==> src/rtl/sample_rr_merger.sv <==
// Merges NUM_PORTS L/R sample streams into one tagged stream, with round-robin grants of BURST beats each.
// Latency: request to in_ready takes 1 cycle (arbitration), and in_ready to out_enable takes 1 cycle (registered output).
// Backpressure: in_ready follows out_ready combinationally; cycles stalled by out_ready alone do not advance the timeout.
module sample_rr_merger #(
    parameter int NUM_PORTS    = 4,
    parameter int SAMPLE_WIDTH = 24,
    parameter int BURST        = 2,
    parameter int TIMEOUT      = 256,
    parameter int CHAN_WIDTH   = $clog2(NUM_PORTS*BURST),
    localparam int PW = (NUM_PORTS > 1) ? $clog2(NUM_PORTS) : 1,
    localparam int BW = (BURST > 1)     ? $clog2(BURST)     : 1,
    localparam int TW = (TIMEOUT > 1)   ? $clog2(TIMEOUT)   : 1
) (
    input  logic                            clk,
    input  logic                            reset,
    input  logic [NUM_PORTS-1:0]            in_enable,
    output logic [NUM_PORTS-1:0]            in_ready,
    input  logic [NUM_PORTS*SAMPLE_WIDTH-1:0] in_data,
    output logic                            out_enable,
    input  logic                            out_ready,
    output logic [SAMPLE_WIDTH-1:0]         out_data,
    output logic [CHAN_WIDTH-1:0]           out_chan,
    output logic                            sync_err,
    input  logic                            err_clear,
    output logic [PW-1:0]                   cur_port
);

    typedef enum logic {S_ARB, S_BURST} state_t;

    state_t                  state_q, state_d;
    logic [PW-1:0]           ptr_q, ptr_d;
    logic [PW-1:0]           cur_port_q, cur_port_d;
    logic [BW-1:0]           beat_q, beat_d;
    logic [TW-1:0]           tmo_q, tmo_d;
    logic                    out_enable_q, out_enable_d;
    logic [SAMPLE_WIDTH-1:0] out_data_q, out_data_d;
    logic [CHAN_WIDTH-1:0]   out_chan_q, out_chan_d;
    logic                    sync_err_q, sync_err_d;

    logic                    found;
    logic [PW-1:0]           grant;
    logic [PW-1:0]           idx;
    logic [PW-1:0]           next_port;
    logic                    out_space;
    logic                    in_en_cur;
    logic                    accept;
    logic                    set_err;
    logic [SAMPLE_WIDTH-1:0] sel_data;
    logic [CHAN_WIDTH-1:0]   sel_chan;

    assign out_space = !out_enable_q || out_ready;
    assign in_en_cur = in_enable[cur_port_q];
    assign accept    = (state_q == S_BURST) && in_en_cur && out_space;
    assign sel_data  = in_data[cur_port_q*SAMPLE_WIDTH +: SAMPLE_WIDTH];
    assign sel_chan  = CHAN_WIDTH'(int'(cur_port_q) * BURST + int'(beat_q));
    assign next_port = PW'((int'(cur_port_q) + 1) % NUM_PORTS);

    assign in_ready   = (state_q == S_BURST && out_space) ? (NUM_PORTS'(1) << cur_port_q) : '0;
    assign out_enable = out_enable_q;
    assign out_data   = out_data_q;
    assign out_chan   = out_chan_q;
    assign sync_err   = sync_err_q;
    assign cur_port   = cur_port_q;

    // Rotating priority scan: the first requester at or after ptr wins.
    always_comb begin
        found = 1'b0;
        grant = ptr_q;
        idx   = '0;
        for (int i = 0; i < NUM_PORTS; i++) begin
            idx = PW'((int'(ptr_q) + i) % NUM_PORTS);
            if (!found && in_enable[idx]) begin
                found = 1'b1;
                grant = idx;
            end
        end
    end

    always_comb begin
        state_d      = state_q;
        ptr_d        = ptr_q;
        cur_port_d   = cur_port_q;
        beat_d       = beat_q;
        tmo_d        = tmo_q;
        out_enable_d = out_enable_q && !out_ready;
        out_data_d   = out_data_q;
        out_chan_d   = out_chan_q;
        set_err      = 1'b0;
        case (state_q)
            S_ARB: begin
                if (found) begin
                    cur_port_d = grant;
                    beat_d     = '0;
                    tmo_d      = '0;
                    state_d    = S_BURST;
                end
            end
            S_BURST: begin
                if (accept) begin
                    out_enable_d = 1'b1;
                    out_data_d   = sel_data;
                    out_chan_d   = sel_chan;
                    tmo_d        = '0;
                    if (beat_q == BW'(BURST-1)) begin
                        beat_d  = '0;
                        ptr_d   = next_port;
                        state_d = S_ARB;
                    end else begin
                        beat_d = beat_q + 1'b1;
                    end
                end else if (!in_en_cur) begin
                    // The source went quiet mid-frame: abandon the rest of the burst.
                    if (tmo_q == TW'(TIMEOUT-1)) begin
                        set_err = 1'b1;
                        tmo_d   = '0;
                        beat_d  = '0;
                        ptr_d   = next_port;
                        state_d = S_ARB;
                    end else begin
                        tmo_d = tmo_q + 1'b1;
                    end
                end
            end
            default: state_d = S_ARB;
        endcase
        sync_err_d = set_err ? 1'b1 : (err_clear ? 1'b0 : sync_err_q);
    end

    always_ff @(posedge clk or negedge reset) begin
        if (!reset) begin
            state_q      <= S_ARB;
            ptr_q        <= '0;
            cur_port_q   <= '0;
            beat_q       <= '0;
            tmo_q        <= '0;
            out_enable_q <= 1'b0;
            out_data_q   <= '0;
            out_chan_q   <= '0;
            sync_err_q   <= 1'b0;
        end else begin
            state_q      <= state_d;
            ptr_q        <= ptr_d;
            cur_port_q   <= cur_port_d;
            beat_q       <= beat_d;
            tmo_q        <= tmo_d;
            out_enable_q <= out_enable_d;
            out_data_q   <= out_data_d;
            out_chan_q   <= out_chan_d;
            sync_err_q   <= sync_err_d;
        end
    end

endmodule
==> config.mk <==
export PLATFORM = sky130hd
export DESIGN_NAME = sample_rr_merger
export DESIGN_NICKNAME = d
export VERILOG_FILES = /design/src/rtl/sample_rr_merger.sv
export SDC_FILE = /design/constraint.sdc
export NUM_CORES = 1
export LEC_CHECK = 0
export ABC_AREA = 1
export ABC_CLOCK_PERIOD_IN_PS = 3650
export BUFFER_PORTS_ARGS = -buffer_cell sky130_fd_sc_hd__buf_4
export CORE_ASPECT_RATIO = 0.6
export CORE_MARGIN = 3
export CORE_UTILIZATION = 25
export CTS_BUF_LIST = sky130_fd_sc_hd__clkbuf_8
export CTS_CLUSTER_DIAMETER = 200
export DETAILED_ROUTE_END_ITERATION = 6
export PLACE_DENSITY = 0.53
export SETUP_SLACK_MARGIN = 0.1
export SYNTH_ARGS = -nofsm -noshare
export SYNTH_HDL_FRONTEND = slang
export SYNTH_SLANG_ARGS = --single-unit
==> constraint.sdc <==
create_clock -name clk -period 3.65 [get_ports clk]
set_input_delay 0.5475 -clock clk [delete_from_list [all_inputs] [get_ports clk]]
set_output_delay 0.5475 -clock clk [all_outputs]
set_load 0.01 [all_outputs]
==> impl_summary.txt, run 1 <==
----------------------------------------------------
[Clock tree]
  Insertion delay of the later-clocked pin in the worst-skew pair ... 300 ps
  Number of gates resized after cts ... 0
  Root Driver ... clkbuf_8
  Clk sink count ... 43
  Hold bufs inserted after CTS ... 0
  Clock tree from TritonCTS ... done
  Worst-case clock buffer depth ... 2
  Num CTS Buffers ... 5
  CTS HTree Levels ... 2
  Clock transition at path regs ... 90 ps
  Post-CTS Setup Inserts ... 0

[Placement]
  Cell area after placement ... 4100 sq um
  Final HPWL from detailed placement ... roughly 7800 microns
  PortBufs ... ~140
  Dpl ws ... 1350 ps
  RePlAce Congestion ... 0.765

[Cells and area]
  Commonest cells after routing, fill and taps aside ... buf_4 (142), nand2_1 (137), nor2_1 (60)
  Most common library cell in the layout ignoring fill and taps ... buf_4
  P&R area growth vs syn ... 40.5%
  Number of nets in the layout ... ~670
  Final Instance Area ... 4190 sq um
  Layout cell share with drive strength beyond 1 ... 33.0%
  Number of inserted filler cells in the final layout ... roughly 1200
  Final antenna diode count ... 0

[Synth]
  XOR/XNOR share of the synthesized area ... 0.588%
  Yosys warns ... 0
  Cell types with the largest area share after synthesis ... dfrtp_1 (36%), nand2_1 (17%), o21ai_0 (8.4%)
  Simple-gate area share of the yosys netlist ... 37.0%
  Compound-cell area share of the yosys netlist ... ~16%
  Asr flop ratio synth ... 100%
  Number of enable-type register cells in the synthesized netlist ... 0
  Synthesized flop and latch total ... 43
  Combinational family with the most area after synthesis ... simple AND/OR/NAND/NOR gates
  Multiplexer fraction of the synthesized cell area ... 0%
  Top_reg_cell synth ... dfrtp_1
  Gate count of the mapped netlist ... 435
  Post-synthesis average cell area ... 6.85 sq um
  Cell taking the most area after synthesis ... dfrtp_1
  Synth cell types ... 35
  Post-synthesis share of cell area spent on full adders, half adders and majority gates ... 2.10%
  Area share of the largest cell type after synthesis ... a little over a third
  Portion of the post-synthesis area used by sequential elements ... a little over a third
  Synth Net Count ... 544
  Synthesized cell area ... 2980 sq um

[Drt]
  Overall via count from detail_route ... 3262
  Initial detailed-routing violation count ... 202
  Number of DRC violations after detailed routing ... 0
  Routed length per placed instance ... 14.3 microns
  Routed wire length on met3 ... around 690 microns
  Via-to-Cell Ratio ... 4.53
  Final wirelength ... about 10000 microns
  Number of optimization iterations in the first detailed-route pass ... 4
  Highest routed layer ... met4
  Post-route antenna net violation count ... 0
  WL met2 ... around 4300 microns
  Post-route met1 wirelength ... 5180 microns

[STA]
  Number of failing hold endpoints at the final stage ... 0
  Max_slew headroom ... between 60% and 70%
  RSZ-0062 raised after global routing ... no
  Setup slack of the critical path after layout ... 1240 ps
  Min cycle time layout ... 2410 ps
  Max frequency ... 0.415 GHz
  Max-slew violation count ... 0
  Final Skew ... 5.74 ps
  Total Negative Setup Slacks ... 0 ps
  Final setup vio count ... 0
  Transition time at the pin with the least slew margin ... 567 ps
  Period utilization ... about two thirds

[Setup path]
  Bufs and invs on worst path ... 4
  Required time at the endpoint of the critical path ... 3100 ps
  Kind of cell adding the most delay to the critical path ... buffers and inverters
  Timing startpoint of the critical path ... cur_port[0]
  Type of the worst setup path ... register to output port
  Largest stage delay on the critical path ... 470 ps
  CP Capture Type ... output port
  Worst path cell trace ... inv_2 -> buf_4 -> ha_1 -> inv_1 -> nor2_1 -> buf_4
  Worst r2r src ... cur_port[1]
  Crit-path slowest cell ... dfrtp_2
  Library cell appearing most often on the critical path ... buf_4
  Crit Path Max Fanout ... 41
  Arrival @ worst endpoint ... 1860 ps
  Worst setup SP type ... register

[Run]
  Max_cap viols ... 0

[Floorplan]
  Core ar. ... 11400 sq um
  Chip width ... about 150 microns
  Boundary pin count ... between 100 and 150
  Overall die area ... 13300 sq um
  FP Rows ... 30
  Starting density of the core ... 26.0%
  Overall die height ... about 90 microns

[GRT]
  Total track usage ... 15.4%
  Maximum number of pins on one net before global-route repair ... 51
  First-pass GRT wire length ... 16800 microns
  Vias in the first global route ... roughly 3300
  Leftover overflow at the end of global routing ... 0
  Initial antenna violation count ... 0

[Pwr]
  Worst-case vdd ir drop ... 0.235 mV
  Power per Cell Area ... 745 nW/um^2
  Leakage ... 2.16 nW

[Hold path]
  Hold Path Class ... input port to async pin

[Run status]
  Status ... complete, no violations

----------------------------------------------------
## sequential cells by signal, summed over array words and instances (netlist names)
name and flops:
out_enable 1, out_chan 3, beat_q 1, ptr_q 2, state_q 1, sync_err 1, tmo_q 8, out_data 24
cur_port 2
## per-layer routing
| layer | vias to the layer above | global-route usage [%] |
|---|---|---|
| met1 | 1505 | 22.2 |
| met2 | 90 | 23.6 |
| met3 | 7 | 4.01 |
| met5 | - | 0 |
| li1 | 1660 | - |
| met4 | 0 | 2.64 |
## synthesized netlist by cell type (3+ instances only)
master / n
ha_1: 5
nand3b_1: 3
inv_1: 18
nor2_1: 60
buf_6: 3
nand2_2: 14
o21ai_1: 5
dfrtp_1: 43
o21ai_0: 50
nand2_1: 137
nand4_1: 5
clkbuf_1: 12
o22ai_1: 24
inv_2: 6
buf_2: 5
nand2_4: 3
buf_4: 3
nor3_1: 4
nand3_1: 17
## layout make-up
cell class	instances	area, sq um	share of cell area [%]
multi-input cells	341	1650	39.4
flip-flops and latches	43	1080	25.7
repair buffers	142	1070	25.5
well taps	160	200	4.78
inverters	26	105	2.51
clock buffers	5	68.8	1.64
clock inverters	3	20.0	0.478
## worst paths after layout
kind / endpoint / slack (ps) / depth (start not counted)
min: out_data[11] / 230 / 1
max reg2reg: ptr_q[1] / 1340 / 11
min reg2reg: out_data[0] / 490 / 2
max in group asynchronous: cur_port[0] / 3000 / 1
min in group clk: sync_err / 430 / 2
max: in_ready[0] / 1240 / 6
## power breakdown
group          total, mW  internal (mW)  switching, mW
Combinational       1.95          0.748           1.21
Sequential         0.855          0.682          0.173
Clock              0.311          0.133          0.178
Total               3.12           1.56           1.56
## cell families after synthesis
family / after synthesis
AO/OA/AOI/OAI: 84
XOR/XNOR: 2
adder cells (fa/ha/maj): 5
buffers and inverters: 51
flip-flops: 43
AND/OR/NAND/NOR: 250
## stage by stage
step	hold WS (ps)	instances	power (mW)	utilization [%]
finish	228	720	3.12	36.6
global route	257	720	3.47	36.6
CTS	253	720	3.17	36.6
detailed placement	473	712	2.84	35.8
global placement	468	712	2.82	35.8
floorplan	252	435	2.19	-
## worst reg2reg max path, cell delays in order (launching register included)
cell and delay (ps):
dfrtp_1 390, inv_2 390, nand3_1 260, nand2_2 180, nor2_4 40, buf_4 240, inv_4 340, nand2_1 120
nand2_2 110, inv_2 40, nand2_1 50, nand2_1 40
(Power assumes the default switching activity.)
==> inputs of run 2 (changes only) <==
ABC_AREA = 0   (was 1)
ABC_CLOCK_PERIOD_IN_PS = 2200   (was 3650)
PLACE_DENSITY = 0.56   (was 0.53)
clock period = 2.2 ns   (was 3.65 ns; I/O delays follow)
==> run 2 against run 1 <==
Compared with the run above:
- register-to-register slack got worse by 1100 ps
- via count fell by 31%
- sequential power increased by 63%
- sequential cell count did not move
- total power rose by 54%
- clock power up 58%
- wire length decreased by 26%
- combinational power is 50% higher
- non-clock buffer count up 4
- area after synthesis decreased by 12%
- global-route usage fell by 2.6 points
- die area shrank 12%
- critical path type unchanged
- critical endpoint is now in_ready[2]
- highest routed layer unchanged
==> impl_summary.txt, run 2 <==
----------------------------------------------------
[Run status]
  Status ... complete, no violations (unchanged)

[Synth]
  Cell taking the most area after synthesis ... dfrtp_1 (unchanged)
  Synth Net Count ... 310 (was 544)
  Most frequent cells after synthesis ... dfrtp_1 (43), mux4_2 (25), mux2_2 (22) (was nand2_1 (137), nor2_1 (60), o21ai_0 (50))
  Simple-gate area share of the yosys netlist ... 10.3% (was 37.0%)
  Multiplexer fraction of the synthesized cell area ... 35.1% (was 0%)
  Post-synthesis average cell area ... 13.0 sq um (was 6.85 sq um)
  Top_reg_cell synth ... dfrtp_1 (unchanged)
  Cell types with the largest area share after synthesis ... dfrtp_1 (41%), mux4_2 (22%), mux2_2 (9.5%) (was dfrtp_1 (36%), nand2_1 (17%), o21ai_0 (8.4%))
  Portion of the post-synthesis area used by sequential elements ... 41.2% (was 36.1%)
  Combinational family with the most area after synthesis ... multiplexers (was simple AND/OR/NAND/NOR gates)
  Number of enable-type register cells in the synthesized netlist ... 0 (unchanged)
  Synth cell types ... 38 (was 35)
  Synthesized cell area ... 2610 sq um (was 2980 sq um)
  XOR/XNOR share of the synthesized area ... 0% (was 0.588%)
  Compound-cell area share of the yosys netlist ... 7.09% (was 15.6%)
  Cell with the most instances after synthesis ... dfrtp_1 (was nand2_1)
  Area share of the largest cell type after synthesis ... 41.2% (was 36.1%)
  Synthesized flop and latch total ... 43 (unchanged)
  Yosys warns ... 0 (unchanged)
  Asr flop ratio synth ... 100% (unchanged)
  Gate count of the mapped netlist ... 201 (was 435)
  Post-synthesis share of cell area spent on full adders, half adders and majority gates ... 2.40% (was 2.10%)

[Placement]
  RePlAce Congestion ... 0.747 (was 0.765)
  Dpl ws ... 209 ps (was 1350 ps)
  Final HPWL from detailed placement ... 6030 microns (was 7780 microns)
  PortBufs ... 138 (unchanged)

[Pwr]
  Flop pwr share ... 28.9% (was 27.4%)
  Power share of the clock group ... 10.2% (was 10.0%)
  Power per Cell Area ... 1230 nW/um^2 (was 745 nW/um^2)
  Psw ... 1.77 mW (was 1.56 mW)
  Power share of the combinational group ... 60.9% (was 62.6%)
  Leakage ... 1.81 nW (was 2.16 nW)
  Worst-case vdd ir drop ... 0.547 mV (was 0.235 mV)
  Switching share of power ... 36.8% (was 49.9%)
  Cell-internal power ... 3.03 mW (was 1.56 mW)

[GRT]
  Maximum number of pins on one net before global-route repair ... 44 (was 51)
  First-pass GRT wire length ... 11700 microns (was 16800 microns)
  Leftover overflow at the end of global routing ... 0 (unchanged)
  Total track usage ... 12.8% (was 15.4%)
  Initial antenna violation count ... 0 (unchanged)
  Vias in the first global route ... 2250 (was 3267)

[STA]
  Total Negative Setup Slacks ... 0 ps (unchanged)
  Final setup vio count ... 0 (unchanged)
  RSZ-0062 raised after global routing ... no (unchanged)
  Final Skew ... 3.00 ps (was 5.74 ps)
  Min cycle time layout ... just under 2000 ps
  Transition time at the pin with the least slew margin ... 583 ps (was 567 ps)
  Max_slew headroom ... 61.1% (was 62.2%)
  Max frequency ... roughly 0.51 GHz
  Max-slew violation count ... 0 (unchanged)
  Period utilization ... 89.1%
  Setup slack of the critical path after layout ... 239 ps (was 1240 ps)
  Number of failing hold endpoints at the final stage ... 0 (unchanged)

[Drt]
  Overall via count from detail_route ... 2255 (was 3262)
  Routed length per placed instance ... 15.9 microns (was 14.3 microns)
  Number of DRC violations after detailed routing ... 0 (unchanged)
  Final wirelength ... 7630 microns (was 10300 microns)
  Initial detailed-routing violation count ... 75 (was 202)
  Post-route antenna net violation count ... 0 (unchanged)
  Number of optimization iterations in the first detailed-route pass ... 4 (unchanged)
  Via-to-Cell Ratio ... 4.71 (was 4.53)

[Setup path]
  Crit Path Max Fanout ... 28 (was 41)
  Largest stage delay on the critical path ... 400 ps (was 470 ps)
  Worst setup SP type ... register (unchanged)
  CP Capture Type ... output port (unchanged)
  Crit-path slowest cell ... dfrtp_2 (unchanged)
  Register-to-Register Path Depth ... 4 (was 11)
  Worst path cell trace ... buf_12 -> inv_1 -> ha_1 -> and3_1 -> buf_4 (was inv_2 -> buf_4 -> ha_1 -> inv_1 -> nor2_1 -> buf_4)
  Required time at the endpoint of the critical path ... 1870 ps (was 3100 ps)
  Arrival @ worst endpoint ... 1630 ps (was 1860 ps)
  Type of the worst setup path ... register to output port (unchanged)

[Floorplan]
  Chip width ... 138 microns (was 147 microns)
  Overall die area ... 11700 sq um (was 13300 sq um)
  Starting density of the core ... 26.1% (was 26.0%)
  Boundary pin count ... 139 (unchanged)
  FP Rows ... 28 (was 30)
  Core ar. ... 10000 sq um (was 11400 sq um)
  Overall die height ... 85.2 microns (was 90.6 microns)

[Run]
  Max_cap viols ... 0 (unchanged)

[Clock tree]
  Hold bufs inserted after CTS ... 0 (unchanged)
  Num CTS Buffers ... 5 (unchanged)
  CTS HTree Levels ... 2 (unchanged)
  Clock transition at path regs ... 80 ps (was 90 ps)
  Clock tree from TritonCTS ... done (unchanged)
  Worst-case clock buffer depth ... 2 (unchanged)
  Number of gates resized after cts ... 0 (unchanged)
  Insertion delay of the later-clocked pin in the worst-skew pair ... 300 ps (about the same)
  Clk sink count ... 43 (unchanged)
  Post-CTS Setup Inserts ... 0 (unchanged)
  Root Driver ... clkbuf_8 (unchanged)

[Cells and area]
  Final core utilization ... 39.0% (was 36.6%)
  P&R area growth vs syn ... 49.7% (was 40.5%)
  Most common library cell in the layout ignoring fill and taps ... buf_4 (unchanged)
  Commonest cells after routing, fill and taps aside ... buf_4 (144), dfrtp_1 (42), mux4_2 (25) (was buf_4 (142), nand2_1 (137), nor2_1 (60))
  Final antenna diode count ... 0 (unchanged)
  Number of nets in the layout ... 452 (was 668)
  Layout cell share with drive strength beyond 1 ... 61.3% (was 33.0%)
  Flip-flop count of the largest register after layout ... 24 (unchanged)

[Hold path]
  Hold Path Class ... input port to async pin (unchanged)

----------------------------------------------------
-- run 2: cells by family (layout without fill, tap and decap cells) --
| logic type | after synthesis | after routing |
|---|---|---|
| buf+inv | 18 | 161 |
| flops | 43 | 43 |
| compound gates | 28 | 28 |
| simple gates | 52 | 52 |
| fa+ha+maj | 5 | 5 |
| mux | 55 | 55 |
-- run 2: per-layer routing --
metal	GRT usage [%]	vias to the layer above	wire length (microns)
li1	-	1054	-
met1	18.3	1100	3530
met2	19.5	94	3400
met3	3.38	7	640
met4	3.23	0	67
met5	0	-	0
-- run 2: layout make-up --
type | instances | area (sq um)
clock buffer | 5 | 68.8
clock inverter | 3 | 12.5
fill | 1001 | 6110
inverter | 7 | 26.3
multi-input combinational | 140 | 1430
sequential | 43 | 1080
tap | 135 | 169
timing repair buffer | 146 | 1120
-- run 2: per-stage QoR --
step                hold WS, ps  area, sq um  instances  total power [mW]
floorplan                  34.4         2610        201              3.27
global placement            367         3830        471              4.34
detailed placement          378         3830        471              4.39
CTS                        48.8         3910        479              4.90
global route               60.8         3910        479              5.20
finish                     26.6         3910        479              4.80
-- run 2: worst max-delay path, delay by kind of cell (launching register included) --
family        cells  cell delay (ps)
fa+ha+maj         1              220
buf+inv           3              550
flops             1              400
simple gates      1              160
-- run 2: final timing paths --
path / startpoint / to / slack (ps)
worst max-delay path: cur_port[0] / in_ready[2] / 240
worst min-delay path: reset / out_data[12] / 30
worst min register to register: out_chan[0] / out_chan[0] / 490
worst max register to register: cur_port[0] / ptr_q[1] / 260
min in group clk: err_clear / sync_err / 220
max in group asynchronous: reset / cur_port[0] / 1760
-- run 2: power by group through the flow --
stage	Clock [mW]	Combinational [mW]	Sequential, mW
2_1_floorplan	0	1.76	1.50
3_3_place_gp	0	2.94	1.40
3_5_place_dp	0	2.99	1.40
4_1_cts	0.516	3.00	1.39
5_1_grt	0.555	3.20	1.44
6_report	0.491	2.92	1.39
==> inputs of run 3 (changes only) <==
CELL_PAD_IN_SITES_DETAIL_PLACEMENT = 1   (was default)
CELL_PAD_IN_SITES_GLOBAL_PLACEMENT = 2   (was default)
PLACE_DENSITY = 0.82   (was 0.56)
==> run 3 against run 2 <==
Compared with the run above:
- global-route usage rose by 1.3 points
- register-to-register slack about the same
- first-iteration DRC count increased by 4.0%
- final area is 1.2% higher
- sequential share of layout area shrank 0.32 points
- combinational power rose by 3%
- sequential cell count is the same
- clock power grew 33%
- critical path type unchanged
==> impl_summary.txt, run 3 (synthesis results as in run 2) <==
----------------------------------------------------
[Run status]
  Status ... complete, no violations (unchanged)

[Drt]
  Overall via count from detail_route ... 2277 (was 2255)
  Number of optimization iterations in the first detailed-route pass ... 4 (unchanged)
  Via-to-Cell Ratio ... 4.77 (was 4.71)
  Number of DRC violations after detailed routing ... 0 (unchanged)
  Routed length per placed instance ... 17.8 microns (was 15.9 microns)
  Routed wire length on met3 ... 688 microns (was 640 microns)
  WL met2 ... 3940 microns (was 3400 microns)
  Highest routed layer ... met4 (unchanged)
  Final wirelength ... 8480 microns (was 7630 microns)
  Initial detailed-routing violation count ... 78 (was 75)
  Post-route antenna net violation count ... 0 (unchanged)
  Post-route met1 wirelength ... 3800 microns (was 3530 microns)

[STA]
  Final Skew ... 8.64 ps (was 3.00 ps)
  Max-slew violation count ... 0 (unchanged)
  Final setup vio count ... 0 (unchanged)
  Total Negative Setup Slacks ... 0 ps (unchanged)
  Min cycle time layout ... 1980 ps (was 1960 ps)
  Transition time at the pin with the least slew margin ... 575 ps (was 583 ps)
  Max_slew headroom ... 61.6% (was 61.1%)
  Max frequency ... 0.505 GHz (was 0.510 GHz)
  Period utilization ... 90.0% (was 89.1%)
  Number of failing hold endpoints at the final stage ... 0 (unchanged)
  Setup slack of the critical path after layout ... 221 ps (was 239 ps)
  RSZ-0062 raised after global routing ... no (unchanged)

[Clock tree]
  Post-CTS Setup Inserts ... 0 (unchanged)
  Num CTS Buffers ... 5 (unchanged)
  Clk sink count ... 43 (unchanged)
  Hold bufs inserted after CTS ... 0 (unchanged)
  Root Driver ... clkbuf_8 (unchanged)
  Worst-case clock buffer depth ... 2 (unchanged)
  Insertion delay of the later-clocked pin in the worst-skew pair ... 310 ps (was 300 ps)
  CTS HTree Levels ... 2 (unchanged)
  Clock tree from TritonCTS ... done (unchanged)
  Clock transition at path regs ... 90 ps (was 80 ps)

[Floorplan]
  Overall die area ... 11700 sq um (unchanged)
  Starting density of the core ... 26.1% (unchanged)
  Chip width ... 138 microns (unchanged)
  Core ar. ... 10000 sq um (unchanged)
  Overall die height ... 85.2 microns (unchanged)
  FP Rows ... 28 (unchanged)
  Boundary pin count ... 139 (unchanged)

[GRT]
  Maximum number of pins on one net before global-route repair ... 44 (unchanged)
  Vias in the first global route ... 2380 (was 2250)
  Leftover overflow at the end of global routing ... 0 (unchanged)
  First-pass GRT wire length ... 12800 microns (was 11700 microns)
  Total track usage ... 14.1% (was 12.8%)
  Initial antenna violation count ... 0 (unchanged)

[Setup path]
  Worst setup SP type ... register (unchanged)
  CP Capture Type ... output port (unchanged)
  Worst path cell trace ... buf_8 -> inv_1 -> ha_1 -> and3_1 -> buf_4 (was buf_12 -> inv_1 -> ha_1 -> and3_1 -> buf_4)
  Setup slack of the most critical reg-to-reg path ... 260 ps (about the same)
  Crit Path Max Fanout ... 31 (was 28)
  Largest stage delay on the critical path ... 410 ps (was 400 ps)
  Type of the worst setup path ... register to output port (unchanged)
  Crit-path slowest cell ... dfrtp_1 (was dfrtp_2)
  Timing startpoint of the critical path ... cur_port[1] (was cur_port[0])
  Worst r2r src ... cur_port[0] (unchanged)
  Required time at the endpoint of the critical path ... 1870 ps (about the same)
  Arrival @ worst endpoint ... 1650 ps (was 1630 ps)

[Cells and area]
  Number of nets in the layout ... 450 (was 452)
  Most common library cell in the layout ignoring fill and taps ... buf_4 (unchanged)
  Layout cell share with drive strength beyond 1 ... 61.7% (was 61.3%)
  P&R area growth vs syn ... 51.5% (was 49.7%)
  Footprint of the multi-input gates ... 1430 sq um (unchanged)
  Number of inserted filler cells in the final layout ... 1132 (was 1001)
  Total area of sequential cells ... 1080 sq um (unchanged)
  Flip-flop count of the largest register after layout ... 24 (unchanged)
  Final antenna diode count ... 0 (unchanged)
  Commonest cells after routing, fill and taps aside ... buf_4 (140), dfrtp_1 (42), mux4_2 (25) (was buf_4 (144), dfrtp_1 (42), mux4_2 (25))

[Run]
  Max_cap viols ... 0 (unchanged)

[Placement]
  Dpl ws ... 247 ps (was 209 ps)
  RePlAce Congestion ... 0.744 (was 0.747)
  Final HPWL from detailed placement ... 6450 microns (was 6030 microns)
  PortBufs ... 138 (unchanged)

[Pwr]
  Power per Cell Area ... 1280 nW/um^2 (was 1230 nW/um^2)
  Worst-case vdd ir drop ... 0.509 mV (was 0.547 mV)
  Leakage ... 1.83 nW (was 1.81 nW)

[Hold path]
  Hold Path Class ... input port to async pin (unchanged)

----------------------------------------------------
[run 3: changes by cell type in the layout (fill, tap and decap cells not counted)]
cell	previous run	this run
clkbuf_8	5	6
clkbuf_16	0	1
inv_1	9	7
bufinv_16	0	1
buf_4	144	140
buf_8	0	1
[run 3: what timing repair did]
action | in CTS | in global routing
resized for setup | 1 | 2
gates cloned | 0 | 1
endpoints found under the setup margin | 2 | 3
pin swaps | 0 | 0
[run 3: cell type report]
class                   count  area share (%)
flip-flops and latches     43            27.2
well taps                 135            4.27
multi-input cells         140            36.3
clock inverters             2           0.886
inverters                   7           0.664
clock buffers               6            2.09
repair buffers            144            28.6
[run 3: through the flow]
stage	cell area [sq um]	cells	power (mW)	hold WS, ps	utilization, %
global route	3960	477	5.45	48.6	39.5
CTS	3930	476	5.08	29.7	39.2
global placement	3800	468	4.31	358	38.0
detailed placement	3800	468	4.40	371	38.0
finish	3960	477	5.06	15.6	39.5
floorplan	2610	201	3.27	34.4	-
[run 3: final timing paths]
kind	depth (start not counted)	to
worst max-delay path	5	in_ready[1]
worst min-delay path	1	out_chan[0]
worst max register to register	5	ptr_q[1]
worst min register to register	2	out_chan[0]
max in group asynchronous	1	cur_port[0]
min in group clk	2	sync_err
[run 3: metal layers]
layer	GRT usage, %	up-vias
met5	0	-
met4	3.23	0
met3	4.21	5
met2	21.9	79
met1	19.6	1148
li1	-	1045
[run 3: worst max-delay path, delay by kind of cell, from the launching register on]
kind,cells,cell delay (ps)
buffers and inverters,3,570
flip-flops,1,410
adder cells (fa/ha/maj),1,210
AND/OR/NAND/NOR,1,160
[run 3: report_power, final]
group	internal [mW]	switching [mW]
combinational	1.69	1.31
sequential	1.15	0.253
clock	0.368	0.286
